==> config.mk <==
export PLATFORM = sky130hd
export DESIGN_NAME = led_mode_ctrl
export DESIGN_NICKNAME = d
export VERILOG_FILES = /design/src/rtl/led_mode_ctrl.sv
export SDC_FILE = /design/constraint.sdc
export NUM_CORES = 1
export LEC_CHECK = 0
export BUFFER_PORTS_ARGS = -buffer_cell sky130_fd_sc_hd__buf_2
export CORE_UTILIZATION = 40
export DETAILED_ROUTE_END_ITERATION = 7
export HOLD_SLACK_MARGIN = 0.02
export SLEW_MARGIN = 10
export SYNTH_ARGS = -nofsm -noshare
export SYNTH_HDL_FRONTEND = slang
export SYNTH_SLANG_ARGS = --single-unit
==> constraint.sdc <==
create_clock -name clk -period 4.1 [get_ports clk]
set_input_delay 0.82 -clock clk [delete_from_list [all_inputs] [get_ports clk]]
set_output_delay 0.82 -clock clk [all_outputs]
set_load 0.02 [all_outputs]
==> src/rtl/led_mode_ctrl.sv <==
// rtl/led_mode_ctrl.sv - key-driven LED pattern controller (off/run/blink/count)
module led_mode_ctrl #(
    parameter int SCAN_DIV = 1_000_000,
    parameter int STEP_DIV = 50_000_000,
    parameter int CNT_W    = 26
) (
    input  logic       clk,
    input  logic       rst_n,
    input  logic [3:0] key_in,
    output logic [3:0] led_out,
    output logic [1:0] mode,
    output logic       paused,
    output logic [1:0] speed
);

    localparam int SCAN_W = (SCAN_DIV > 2) ? $clog2(SCAN_DIV) : 1;
    localparam logic [SCAN_W-1:0] SCAN_LAST = SCAN_W'(SCAN_DIV - 1);
    localparam logic [CNT_W-1:0]  STEP_P0   = CNT_W'(STEP_DIV);

    typedef enum logic [1:0] {
        MODE_OFF   = 2'd0,
        MODE_RUN   = 2'd1,
        MODE_BLINK = 2'd2,
        MODE_COUNT = 2'd3
    } mode_e;

    logic [3:0]        key_meta;
    logic [3:0]        key_sync;
    logic [3:0]        key_scan;
    logic [3:0]        key_prev;
    logic [SCAN_W-1:0] scan_cnt;
    logic              scan_vld;
    logic [3:0]        evt;

    mode_e             mode_q;
    mode_e             mode_nxt;
    logic              paused_q;
    logic [1:0]        speed_q;
    logic [3:0]        lit;
    logic [3:0]        lit_nxt;
    logic [3:0]        led_q;
    logic [CNT_W-1:0]  step_cnt;
    logic [CNT_W-1:0]  step_last;
    logic              stepping;
    logic              step_tick;

    function automatic logic [3:0] init_lit(input mode_e m);
        case (m)
            MODE_RUN:   init_lit = 4'b0001;
            MODE_BLINK: init_lit = 4'b1111;
            default:    init_lit = 4'b0000;
        endcase
    endfunction

    // Keys are sampled only once per scan period, which is what debounces them.
    always_ff @(posedge clk or negedge rst_n) begin
        if (!rst_n) begin
            key_meta <= 4'b1111;
            key_sync <= 4'b1111;
            key_scan <= 4'b1111;
            key_prev <= 4'b1111;
            scan_cnt <= '0;
            scan_vld <= 1'b0;
        end else begin
            key_meta <= key_in;
            key_sync <= key_meta;
            scan_vld <= 1'b0;
            if (scan_cnt == SCAN_LAST) begin
                scan_cnt <= '0;
                key_scan <= key_sync;
                key_prev <= key_scan;
                scan_vld <= 1'b1;
            end else begin
                scan_cnt <= scan_cnt + 1'b1;
            end
        end
    end

    assign evt = {4{scan_vld}} & key_prev & ~key_scan;

    assign mode_nxt  = mode_e'(mode_q + 2'd1);
    assign step_last = (STEP_P0 >> speed_q) - 1'b1;
    assign stepping  = (mode_q != MODE_OFF) && !paused_q;
    // >= so that a speed-up past the current count still ticks next cycle.
    assign step_tick = stepping && (step_cnt >= step_last);

    always_comb begin
        lit_nxt = lit;
        if (evt[0]) begin
            lit_nxt = init_lit(mode_nxt);
        end else if (evt[3]) begin
            lit_nxt = init_lit(mode_q);
        end else if (step_tick) begin
            case (mode_q)
                MODE_RUN:   lit_nxt = {lit[2:0], lit[3]};
                MODE_BLINK: lit_nxt = ~lit;
                MODE_COUNT: lit_nxt = lit + 4'd1;
                default:    lit_nxt = lit;
            endcase
        end
    end

    // Mode/pattern state; key events override a coincident step.
    always_ff @(posedge clk or negedge rst_n) begin
        if (!rst_n) begin
            mode_q   <= MODE_OFF;
            paused_q <= 1'b0;
            speed_q  <= 2'd0;
            lit      <= 4'b0000;
            led_q    <= 4'b1111;
            step_cnt <= '0;
        end else begin
            lit   <= lit_nxt;
            led_q <= ~lit_nxt;
            if (evt[2]) begin
                speed_q <= speed_q + 2'd1;
            end
            if (evt[0]) begin
                mode_q   <= mode_nxt;
                paused_q <= 1'b0;
                step_cnt <= '0;
            end else begin
                if (evt[1]) begin
                    paused_q <= ~paused_q;
                end
                if (evt[3] || step_tick) begin
                    step_cnt <= '0;
                end else if (stepping) begin
                    step_cnt <= step_cnt + 1'b1;
                end
            end
        end
    end

    assign led_out = led_q;
    assign mode    = mode_q;
    assign paused  = paused_q;
    assign speed   = speed_q;

endmodule

* Yosys cells after proc, flatten, opt, wreduce, memory -nomap -nowiden
Cells that the tools add are included.
** Storage, ports and cells
- Logic and storage cells :: 52
- Output and inout bits :: 9
- Input bits :: 6
- Flip-flop bits (word level) :: 76
** Operators by class
- Reduce and logical (&&, ||, !) cells :: 7
- Bitwise operators :: 6
- Mux-type cells :: 13
- Shifts and indexed selects :: 1
- Equal/unequal tests :: 6
- Magnitude comparators :: 1
- Add/subtract/negate cells :: 6
** Operators by type and width (number)
- $mux 26 :: 3
- $add 26x1->26 const B :: 1
- $ge 26x26->1 :: 1
- $shr 26x2->26 const A :: 1
- $sub 26x1->26 const B :: 1
- $add 20x1->20 const B :: 1
- $eq 20x20->1 const B :: 1
- $mux 20 :: 1
- $pmux 4 s2 :: 2
- $mux 4 :: 3
- $not 4->4 :: 3
- $pmux 4 s3 :: 1
- $and 4x4->4 :: 2
- $eq 2x2->1 const B :: 3
- $add 2x1->2 const B :: 2
- $add 4x1->4 const B :: 1
- $eq 2x1->1 const B :: 2
- $reduce_bool 2->1 :: 2
- $mux 1 :: 3
- $reduce_bool 3->1 :: 1
- $logic_and 1x1->1 :: 2
- $logic_not 1->1 :: 1
- $logic_or 1x1->1 :: 1
- $not 1->1 :: 1

* Depth between registers and ports, before layout
Gate-level depths: netlist (run 1).
- Depth after elaboration :: 8
- Mapped depth :: 14
- Depth with buffers taken out :: 12

* Worst setup path after synthesis (run 1)
OpenSTA, ideal clock, no wires.
- Path kind :: register to register
- Start :: reg speed_q[0] (netlist: speed[0])
- End :: reg (tool-made name)
- Required time :: 3.980 ns
- Cell stages (with the launch flop) :: 13
- Slack :: 1.115 ns
- Clock period less this slack :: 2.985 ns
- Library setup time :: 0.120 ns
- Arrival time :: 2.865 ns
- Path buffers :: 1
- Path through :: dfrtp_1 inv_1 ha_1 inv_1 ha_1 ha_1 nand2_1 nor4_1 o21ai_0 and4b_1 buf_6 or4_1 and3_1
** RTL lines
- start, declared :: line 38 : logic [1:0] speed_q;
- start signal, assigned :: line 116 : speed_q <= speed_q + 2'd1;

* Worst setup path after layout (run 1)
- Start :: reg speed_q[0] (netlist: speed[0])
- End :: reg step_cnt[22]
** Between the ends
- Cells in the longest elaborated chain, start to end :: 7
- Elaborated cells on any way between the ends :: 8
- Those cells by class :: add/sub (1); order compare (1); shift (1); mux (2); reduce/logical (3)
** RTL lines
- $shr 26x2->26 (*) :: line 82 : assign step_last = (STEP_P0 >> speed_q) - 1'b1;
- $sub 26x1->26 (*) :: line 82
- $ge 26x26->1 (*) :: line 85 : assign step_tick = stepping && (step_cnt >= step_last);
- $logic_and 1x1->1 (*) :: line 85
- $logic_or 1x1->1 (*) :: line 126 : if (evt[3] || step_tick) begin
- $mux 26 :: line 126
- $mux 26 :: line 118 : if (evt[0]) begin
- end signal, assigned :: line 129 : step_cnt <= step_cnt + 1'b1;
- end, declared :: line 42 : logic [CNT_W-1:0] step_cnt;
Every way passes the cells marked *; elsewhere a longest branch is shown, timed or not.
A chain may end at the register's enable or synchronous reset.

==> results of run 1 <==
cells in the mapped netlist, types with 6 or more instances:
cell	n	share of area [%]
clkbuf_1	6	0.53
mux2_2	10	2.7
and4_1	6	1.2
and3_1	6	0.89
nor2_1	55	4.9
o21ai_0	14	1.7
nand4_1	14	2.1
inv_1	14	1.2
nand2_1	33	2.9
ha_1	37	11
dfstp_2	20	12
a21oi_1	15	1.8
xor2_1	22	4.6
dfrtp_1	56	33
nand3_1	22	2.6
xnor2_1	24	5.0
kinds of logic (layout without fill, tap and decap cells):
| logic type | Yosys count | in the layout | synth area share (%) |
|---|---|---|---|
| muxes | 14 | 14 | 3.62 |
| buffers and inverters | 23 | 47 | 2.28 |
| other | 1 | 2 | 0.0889 |
| AOI/OAI and AO/OA | 52 | 52 | 8.16 |
| adders and majority gates | 37 | 37 | 11.0 |
| xor gates and xnor gates | 46 | 46 | 9.55 |
| DFF | 76 | 76 | 45.7 |
| and+or+nand+nor | 167 | 167 | 19.6 |
cell type report:
class	count	area, um^2
clock inverters	7	82.6
repair buffers	17	95.1
inverters	14	52.6
well taps	136	170
multi-input cells	318	2200
clock buffers	9	124
flip-flops and latches	76	1930
fillers	997	5630
report_power, final:
part | switching, uW | internal [uW] | total, uW
combinational | 15.0 | 2.46 | 17.5
sequential | 0.986 | 757 | 758
clock | 300 | 292 | 592
total | 316 | 1050 | 1370
layer usage:
| metal | share of wire, % | routed length [um] |
|---|---|---|
| met2 | 48 | 3800 |
| met4 | 1.2 | 95 |
| met3 | 2.4 | 193 |
| met1 | 49 | 3890 |
| met5 | 0 | 0 |
sequential cells by signal, indices dropped and copies added (netlist names), named ones only:
signal	flops
speed	2
key_prev	4
key_sync	4
scan_cnt	20
step_cnt	26
key_scan	4
mode	2
led_out	4
key_meta	4
paused	1
scan_vld	1
worst paths after layout:
| kind | end | from |
|---|---|---|
| setup / recovery | step_cnt[22] | speed[0] |
| hold / removal | key_sync[3] | key_meta[3] |
| setup reg to reg | step_cnt[22] | speed[0] |
| hold reg to reg | key_sync[3] | key_meta[3] |
| max in group asynchronous | scan_cnt[2] | rst_n |
| min in group asynchronous | step_cnt[18] | rst_n |
metrics by stage:
step           hold slack, ns  setup WS, ns  util, %
2_1_floorplan           0.345          1.12        -
3_3_place_gp            0.346         0.873     43.2
3_5_place_dp            0.347         0.723     43.2
4_1_cts                 0.360         0.680     45.2
5_1_grt                 0.362         0.408     45.2
6_report                0.359         0.724     45.2
==> qor.txt, run 1 <==
Post-Synthesis Cells - 416
Post-Route WL - 7980 um
first-pass iteration count of the detailed router - 7
H-tree depth - 3
wire per inst - 13.8 um
vias in the first global route - 3,061
CP cell instances - inv_1, ha_1, xnor2_1, ha_1, a211oi_1, nor2_1, o311ai_1, and4b_1, o21ai_1, buf_4, nor2_1
met1 usage - 21.8%
Slew Viols, Final - 0
# diodes - 0
number of synthesized flops with an enable pin - 0
Nets - 479
met3 usage - 4.12%
CP Capture Type - flip-flop
Synth Flop Type - dfrtp_1
Syn Area/Cell - 10.1 um^2
clk slew on worst S/H paths - 0.09 ns
type of origin of the critical path - flip-flop
VDD IR max - 0.000160 V
Setup Fix Bufs, Post-CTS - 0
Synth cell types - 50
Die Ht - 105 um
layout cells sized above 1 - 15.9%
DIE WIDTH - 105 um
met2 Use GR - 27.0%
count of warnings emitted by yosys - 0
crit path max-delay cell type - dfrtp_1
antenna violation net count after detailed routing - 0
total power - 1370 uW
HPWL after detailed placement - 5770 um
placed insts - 561
Final setup violation count - 0
WP depth - 11
clk buf depth - 2
Finished Cell Area - 4650 um^2
Layout Skew - 0.00861 ns
Worst EP required - 4.38 ns
cell depth of the worst min-delay path - 0
CTS root buffer - clkbuf_8
Synth async-reset ratio - 100%
Hold WC Path Type - flip-flop to flip-flop
Slew HR - 38.5%
most common cell after layout, fill and taps aside - dfrtp_1
GP Congestion - 0.805
WS Path Type - flip-flop to flip-flop
Skew-Pair Late Insertion Delay - 0.35 ns
Final Critical Period - 3.38 ns
setup repair after global routing missed its margin - false
depth of the most critical reg-to-reg path - 11
CP Buf/Inv Count - 2
arrival time of the worst setup path - 3.66 ns
# hold bufs at CTS - 0
CP top delay family - compound AO/OA/AOI/OAI gates
sequential-to-total area share from yosys stat - 45.7%
commonest cells after routing, fill and taps aside - 56 x dfrtp_1, 55 x nor2_1, 37 x ha_1
largest net degree at the start of global routing - 77
Num CTS Buffers - 9
total number of vias - 2,996
Post-route DRC - 0
Non-Filler Instances - 577
FP Rows - 37
GRT overflow - 0
Core ar. - 10,300 um^2
first-pass GRT wire length - 14,600 um
Max Fanout on Critical Path - 15
max-cap viol count - 0
CTS tree - done
highest clock rate - 296 MHz
placed inst area - 4440 um^2
Starting Density - 41.0%
status - complete, no violations
Pleak - 0.00206 uW
Worst Tran Pin Value - 0.923 ns
Initial DRC Count - 86
Layout area overhead - 10.2%
vias per std cell - 5.19
final hold viol count - 0
gr busiest metal - met2
Tot GR Track Use - 16.6%
FF-to-FF setup slack - 0.72 ns
period utilization - 82.3%
Die Area - 11,000 um^2
Post-CTS Resized - 0
setup_tns - 0 ns
register bit total from synthesis - 76
Mapped Area - 4220 um^2
# IOs - 15
antenna violations before repair - 0
CP peak stage delay - 0.51 ns
Sink Count - 76
I/O Buffers - 14
pwr dens - 294 nW/um^2
Note: power is estimated with default switching activity, not from simulation.
==> run 2, diff against run 1 <==
==> constraint.sdc (replaced) <==
create_clock -name clk -period 3.3 [get_ports clk]
set_input_delay 0.66 -clock clk [delete_from_list [all_inputs] [get_ports clk]]
set_output_delay 0.66 -clock clk [all_outputs]
set_load 0.02 [all_outputs]
==> qor.txt, run 2 (same netlist as run 1, synthesis figures left out) <==
Post-route DRC - 0
Worst EP required - 3.55 ns
wire per inst - 13.8 um
clk slew on worst S/H paths - 0.09 ns
first-pass iteration count of the detailed router - 4
Pleak - 0.00206 uW
internal power - 1240 uW
VDD IR max - 0.000259 V
pwr dens - 359 nW/um^2
antenna violation net count after detailed routing - 0
setup_tns - 0 ns
CP Capture Type - flip-flop
clk buf depth - 2
period utilization - 90.5%
Layout area overhead - 9.97%
# IOs - 15
met1 usage - 20.7%
# fillers - 1,009
Final Critical Period - 2.99 ns
Final setup violation count - 0
vias per std cell - 5.13
most common cell after layout, fill and taps aside - dfrtp_1
# hold bufs at CTS - 0
first-pass GRT wire length - 14,100 um
arrival time of the worst setup path - 3.24 ns
CTS root buffer - clkbuf_8
Top Registers - step_cnt x26, scan_cnt x20
Die Ht - 105 um
Starting Density - 41.0%
H-tree depth - 3
status - complete, no violations
DIE WIDTH - 105 um
part of the power in registers - 56.6%
Num CTS Buffers - 9
Layout Skew - 0.00700 ns
met2 Use GR - 26.3%
# diodes - 0
Setup Fix Bufs, Post-CTS - 0
Core ar. - 10,300 um^2
total number of vias - 2,964
type of origin of the critical path - flip-flop
Switching Power - 425 uW
HPWL after detailed placement - 5670 um
antenna violations before repair - 0
largest net degree at the start of global routing - 77
WS Path Type - flip-flop to flip-flop
CTS tree - done
Post-Route WL - 7980 um
GRT overflow - 0
setup repair after global routing missed its margin - false
commonest cells after routing, fill and taps aside - 56 x dfrtp_1, 55 x nor2_1, 37 x ha_1
placed insts - 562
Slew Viols, Final - 0
layout cells sized above 1 - 16.1%
Slew HR - 36.9%
Max Fanout on Critical Path - 9
sw frac - 25.6%
final hold viol count - 0
FP Rows - 37
GP Congestion - 0.806
Non-Filler Instances - 578
Nets - 480
Skew-Pair Late Insertion Delay - 0.36 ns
I/O Buffers - 14
Largest register FFs - 26
Clock power frac - 42.1%
gr busiest metal - met2
Reg with most FFs - step_cnt
max-cap viol count - 0
Die Area - 11,000 um^2
Hold WC Path Type - flip-flop to flip-flop
final worst slack - 0.315 ns
Tot GR Track Use - 16.1%
DP Worst Slack - 0.330 ns
vias in the first global route - 2,991
part of the power in combinational logic - 1.3%
Initial DRC Count - 125
met3 usage - 3.81%
Sink Count - 76
Worst Tran Pin Value - 0.946 ns
highest clock rate - 335 MHz
Post-CTS Resized - 0
[run 2: final timing paths]
| check | cells after the start | slack, ns | endpoint | startpoint |
|---|---|---|---|---|
| setup / recovery | 10 | 0.31 | flip-flop | speed[1] |
| hold / removal | 0 | 0.36 | key_sync[3] | key_meta[3] |
| setup reg to reg | 10 | 0.31 | flip-flop | speed[1] |
| hold reg to reg | 0 | 0.36 | key_sync[3] | key_meta[3] |
| max in group asynchronous | 1 | 2.25 | scan_cnt[7] | rst_n |
| min in group asynchronous | 1 | 0.41 | step_cnt[19] | rst_n |
[run 2: worst max-delay path: stages, from the launching register on]
cell and delay (ns):
dfrtp_1 0.48, inv_1 0.12, ha_1 0.27, xnor2_1 0.19
ha_1 0.26, a211oi_1 0.30, nor2_1 0.09, o311ai_1 0.25
and4b_1 0.42, nor3_1 0.11, a311o_2 0.37
[run 2: layer usage]
metal,up-vias,part of all wire (%)
met1,1422,50
met3,12,2.5
met5,-,0
met2,27,45
li1,1503,-
met4,0,1.7
[run 2: power groups by stage]
stage               Combinational, uW  Sequential (uW)  Clock, uW
floorplan                        1.51              959          0
global placement                 23.3              959          0
detailed placement               23.5              959          0
CTS                              23.7              941        728
global route                     27.0              942        762
finish                           21.9              941        700
[run 2: cell type report]
cell class / instances / area (um^2) / share of cell area, %
Inverter: 14 / 52.6 / 1.13
Sequential cell: 76 / 1930 / 41.5
Multi-Input combinational cell: 318 / 2200 / 47.4
Clock inverter: 7 / 63.8 / 1.38
Timing Repair Buffer: 18 / 103 / 2.21
Tap cell: 136 / 170 / 3.67
Clock buffer: 9 / 124 / 2.67
[run 2: metrics by stage]
step / hold slack [ns] / util (%) / area (um^2) / total power (uW)
3_5_place_dp: 0.347 / 43.3 / 4450 / 982
4_1_cts: 0.361 / 45.1 / 4640 / 1690
3_3_place_gp: 0.345 / 43.3 / 4450 / 982
6_report: 0.360 / 45.1 / 4640 / 1660
2_1_floorplan: 0.345 / - / 4220 / 960
5_1_grt: 0.353 / 45.1 / 4640 / 1730
==> run 3, diff against run 2 <==
--- a/config.mk
+++ b/config.mk
@@ -5,10 +5,12 @@
 export SDC_FILE = /design/constraint.sdc
 export NUM_CORES = 1
 export LEC_CHECK = 0
+export ABC_CLOCK_PERIOD_IN_PS = 3300
 export BUFFER_PORTS_ARGS = -buffer_cell sky130_fd_sc_hd__buf_2
-export CORE_UTILIZATION = 40
+export CORE_UTILIZATION = 62
 export DETAILED_ROUTE_END_ITERATION = 7
 export HOLD_SLACK_MARGIN = 0.02
+export PLACE_DENSITY = 0.8
 export SLEW_MARGIN = 10
 export SYNTH_ARGS = -nofsm -noshare
 export SYNTH_HDL_FRONTEND = slang
==> qor.txt, run 3 (same netlist as run 1, synthesis figures left out) <==
Layout Skew - 0.00970 ns
Largest register FFs - 26
Starting Density - 65.3%
GP Congestion - 0.889
Initial DRC Count - 257
HPWL after detailed placement - 5640 um
status - complete, no violations
I/O Buffers - 14
CP cell instances - inv_1, ha_1, xnor2_1, ha_1, a211oi_1, nor2_1, o311ai_1, and4b_1, nor3_1, a311o_2
type of origin of the critical path - flip-flop
hold slack - 0.359 ns
Post-CTS Resized - 0
Top Registers - step_cnt x26, scan_cnt x20
crit path max-delay cell type - dfrtp_1
pwr dens - 385 nW/um^2
largest net degree at the start of global routing - 77
DP Worst Slack - 0.332 ns
CP Buf/Inv Count - 1
DIE WIDTH - 84.5 um
Pleak - 0.00208 uW
Die Ht - 84.5 um
Worst R2R Start - speed[1]
Worst Tran Pin Value - 0.911 ns
wire per inst - 15.4 um
antenna violations before repair - 0
commonest cells after routing, fill and taps aside - 56 x dfrtp_1, 55 x nor2_1, 37 x ha_1
layout cells sized above 1 - 16.1%
# IOs - 15
Hold WC Path Type - flip-flop to flip-flop
# diodes - 0
Layout area overhead - 9.29%
H-tree depth - 3
antenna violation net count after detailed routing - 0
Post-route DRC - 0
FP Rows - 29
highest clock rate - 334 MHz
Worst EP required - 3.55 ns
Non-Filler Instances - 519
most common cell after layout, fill and taps aside - dfrtp_1
Max Fanout on Critical Path - 9
clk buf depth - 2
Reg with most FFs - step_cnt
vias in the first global route - 2,996
clk slew on worst S/H paths - 0.09 ns
Final Critical Period - 2.99 ns
CTS root buffer - clkbuf_8
Critical Path Source - speed[1]
Sink Count - 76
Skew-Pair Late Insertion Delay - 0.36 ns
VDD IR max - 0.000316 V
CP peak stage delay - 0.46 ns
setup repair after global routing missed its margin - false
# fillers - 475
first-pass GRT wire length - 13,800 um
Post-Route WL - 7990 um
# hold bufs at CTS - 0
worst hold path startpoint - key_meta[3]
Core ar. - 6460 um^2
placed insts - 503
CP top delay family - compound AO/OA/AOI/OAI gates
total power - 1770 uW
CP Capture Type - flip-flop
Final setup violation count - 0
Die Area - 7140 um^2
Tot GR Track Use - 24.8%
arrival time of the worst setup path - 3.24 ns
total number of vias - 3,050
vias per std cell - 5.88
CTS tree - done
period utilization - 90.7%
first-pass iteration count of the detailed router - 5
cell repeated most along the worst path - ha_1
Slew HR - 39.3%
GRT overflow - 0
Nets - 480
WS Path Type - flip-flop to flip-flop
max-cap viol count - 0
setup_tns - 0 ns
Setup Fix Bufs, Post-CTS - 0
Num CTS Buffers - 9
Slew Viols, Final - 0
final hold viol count - 0
final worst slack - 0.306 ns
## run 3: cell count changes in the layout (fill, tap and decap cells not counted)
cell       delta
clkbuf_16     +1
inv_6         -2
bufinv_16     +1
clkbuf_8      +1
inv_4         -1
## run 3: final timing paths
path,endpoint,slack [ns],cells after the start
max,flip-flop,0.31,10
min,key_sync[3],0.36,0
max reg2reg,flip-flop,0.31,10
min reg2reg,key_sync[3],0.36,0
max in group asynchronous,step_cnt[22],2.28,1
min in group asynchronous,asynchronous set/reset pin,0.41,1
## run 3: area by class of cell
| cell class | count | area, um^2 | area share [%] |
|---|---|---|---|
| clock inverter | 5 | 70.1 | 1.52 |
| tap | 77 | 96.3 | 2.09 |
| inverter | 14 | 52.6 | 1.14 |
| multi-input combinational | 318 | 2200 | 47.7 |
| clock buffer | 11 | 163 | 3.53 |
| timing repair buffer | 18 | 103 | 2.23 |
| sequential | 76 | 1930 | 41.8 |
## run 3: metrics by stage
step | utilization, % | instance area (um^2)
3_3_place_gp | 67.8 | 4380
2_1_floorplan | - | 4220
4_1_cts | 71.4 | 4610
5_1_grt | 71.4 | 4610
3_5_place_dp | 67.8 | 4380
6_report | 71.4 | 4610
## run 3: power breakdown
group | internal (uW) | switching [uW] | total [uW]
registers | 940 | 1.51 | 942
clock network | 432 | 379 | 811
logic | 3.11 | 18.7 | 21.8
total | 1380 | 400 | 1770
## run 3: per-layer routing
metal / routed length (um) / global-route usage [%] / vias up / share of wire (%)
met4: 187 / 11.1 / 0 / 2.3
met5: 0 / 0 / - / 0
met1: 3540 / 32.1 / 1462 / 44
met2: 3820 / 39.3 / 70 / 48
li1: - / - / 1503 / -
met3: 439 / 6.49 / 15 / 5.5
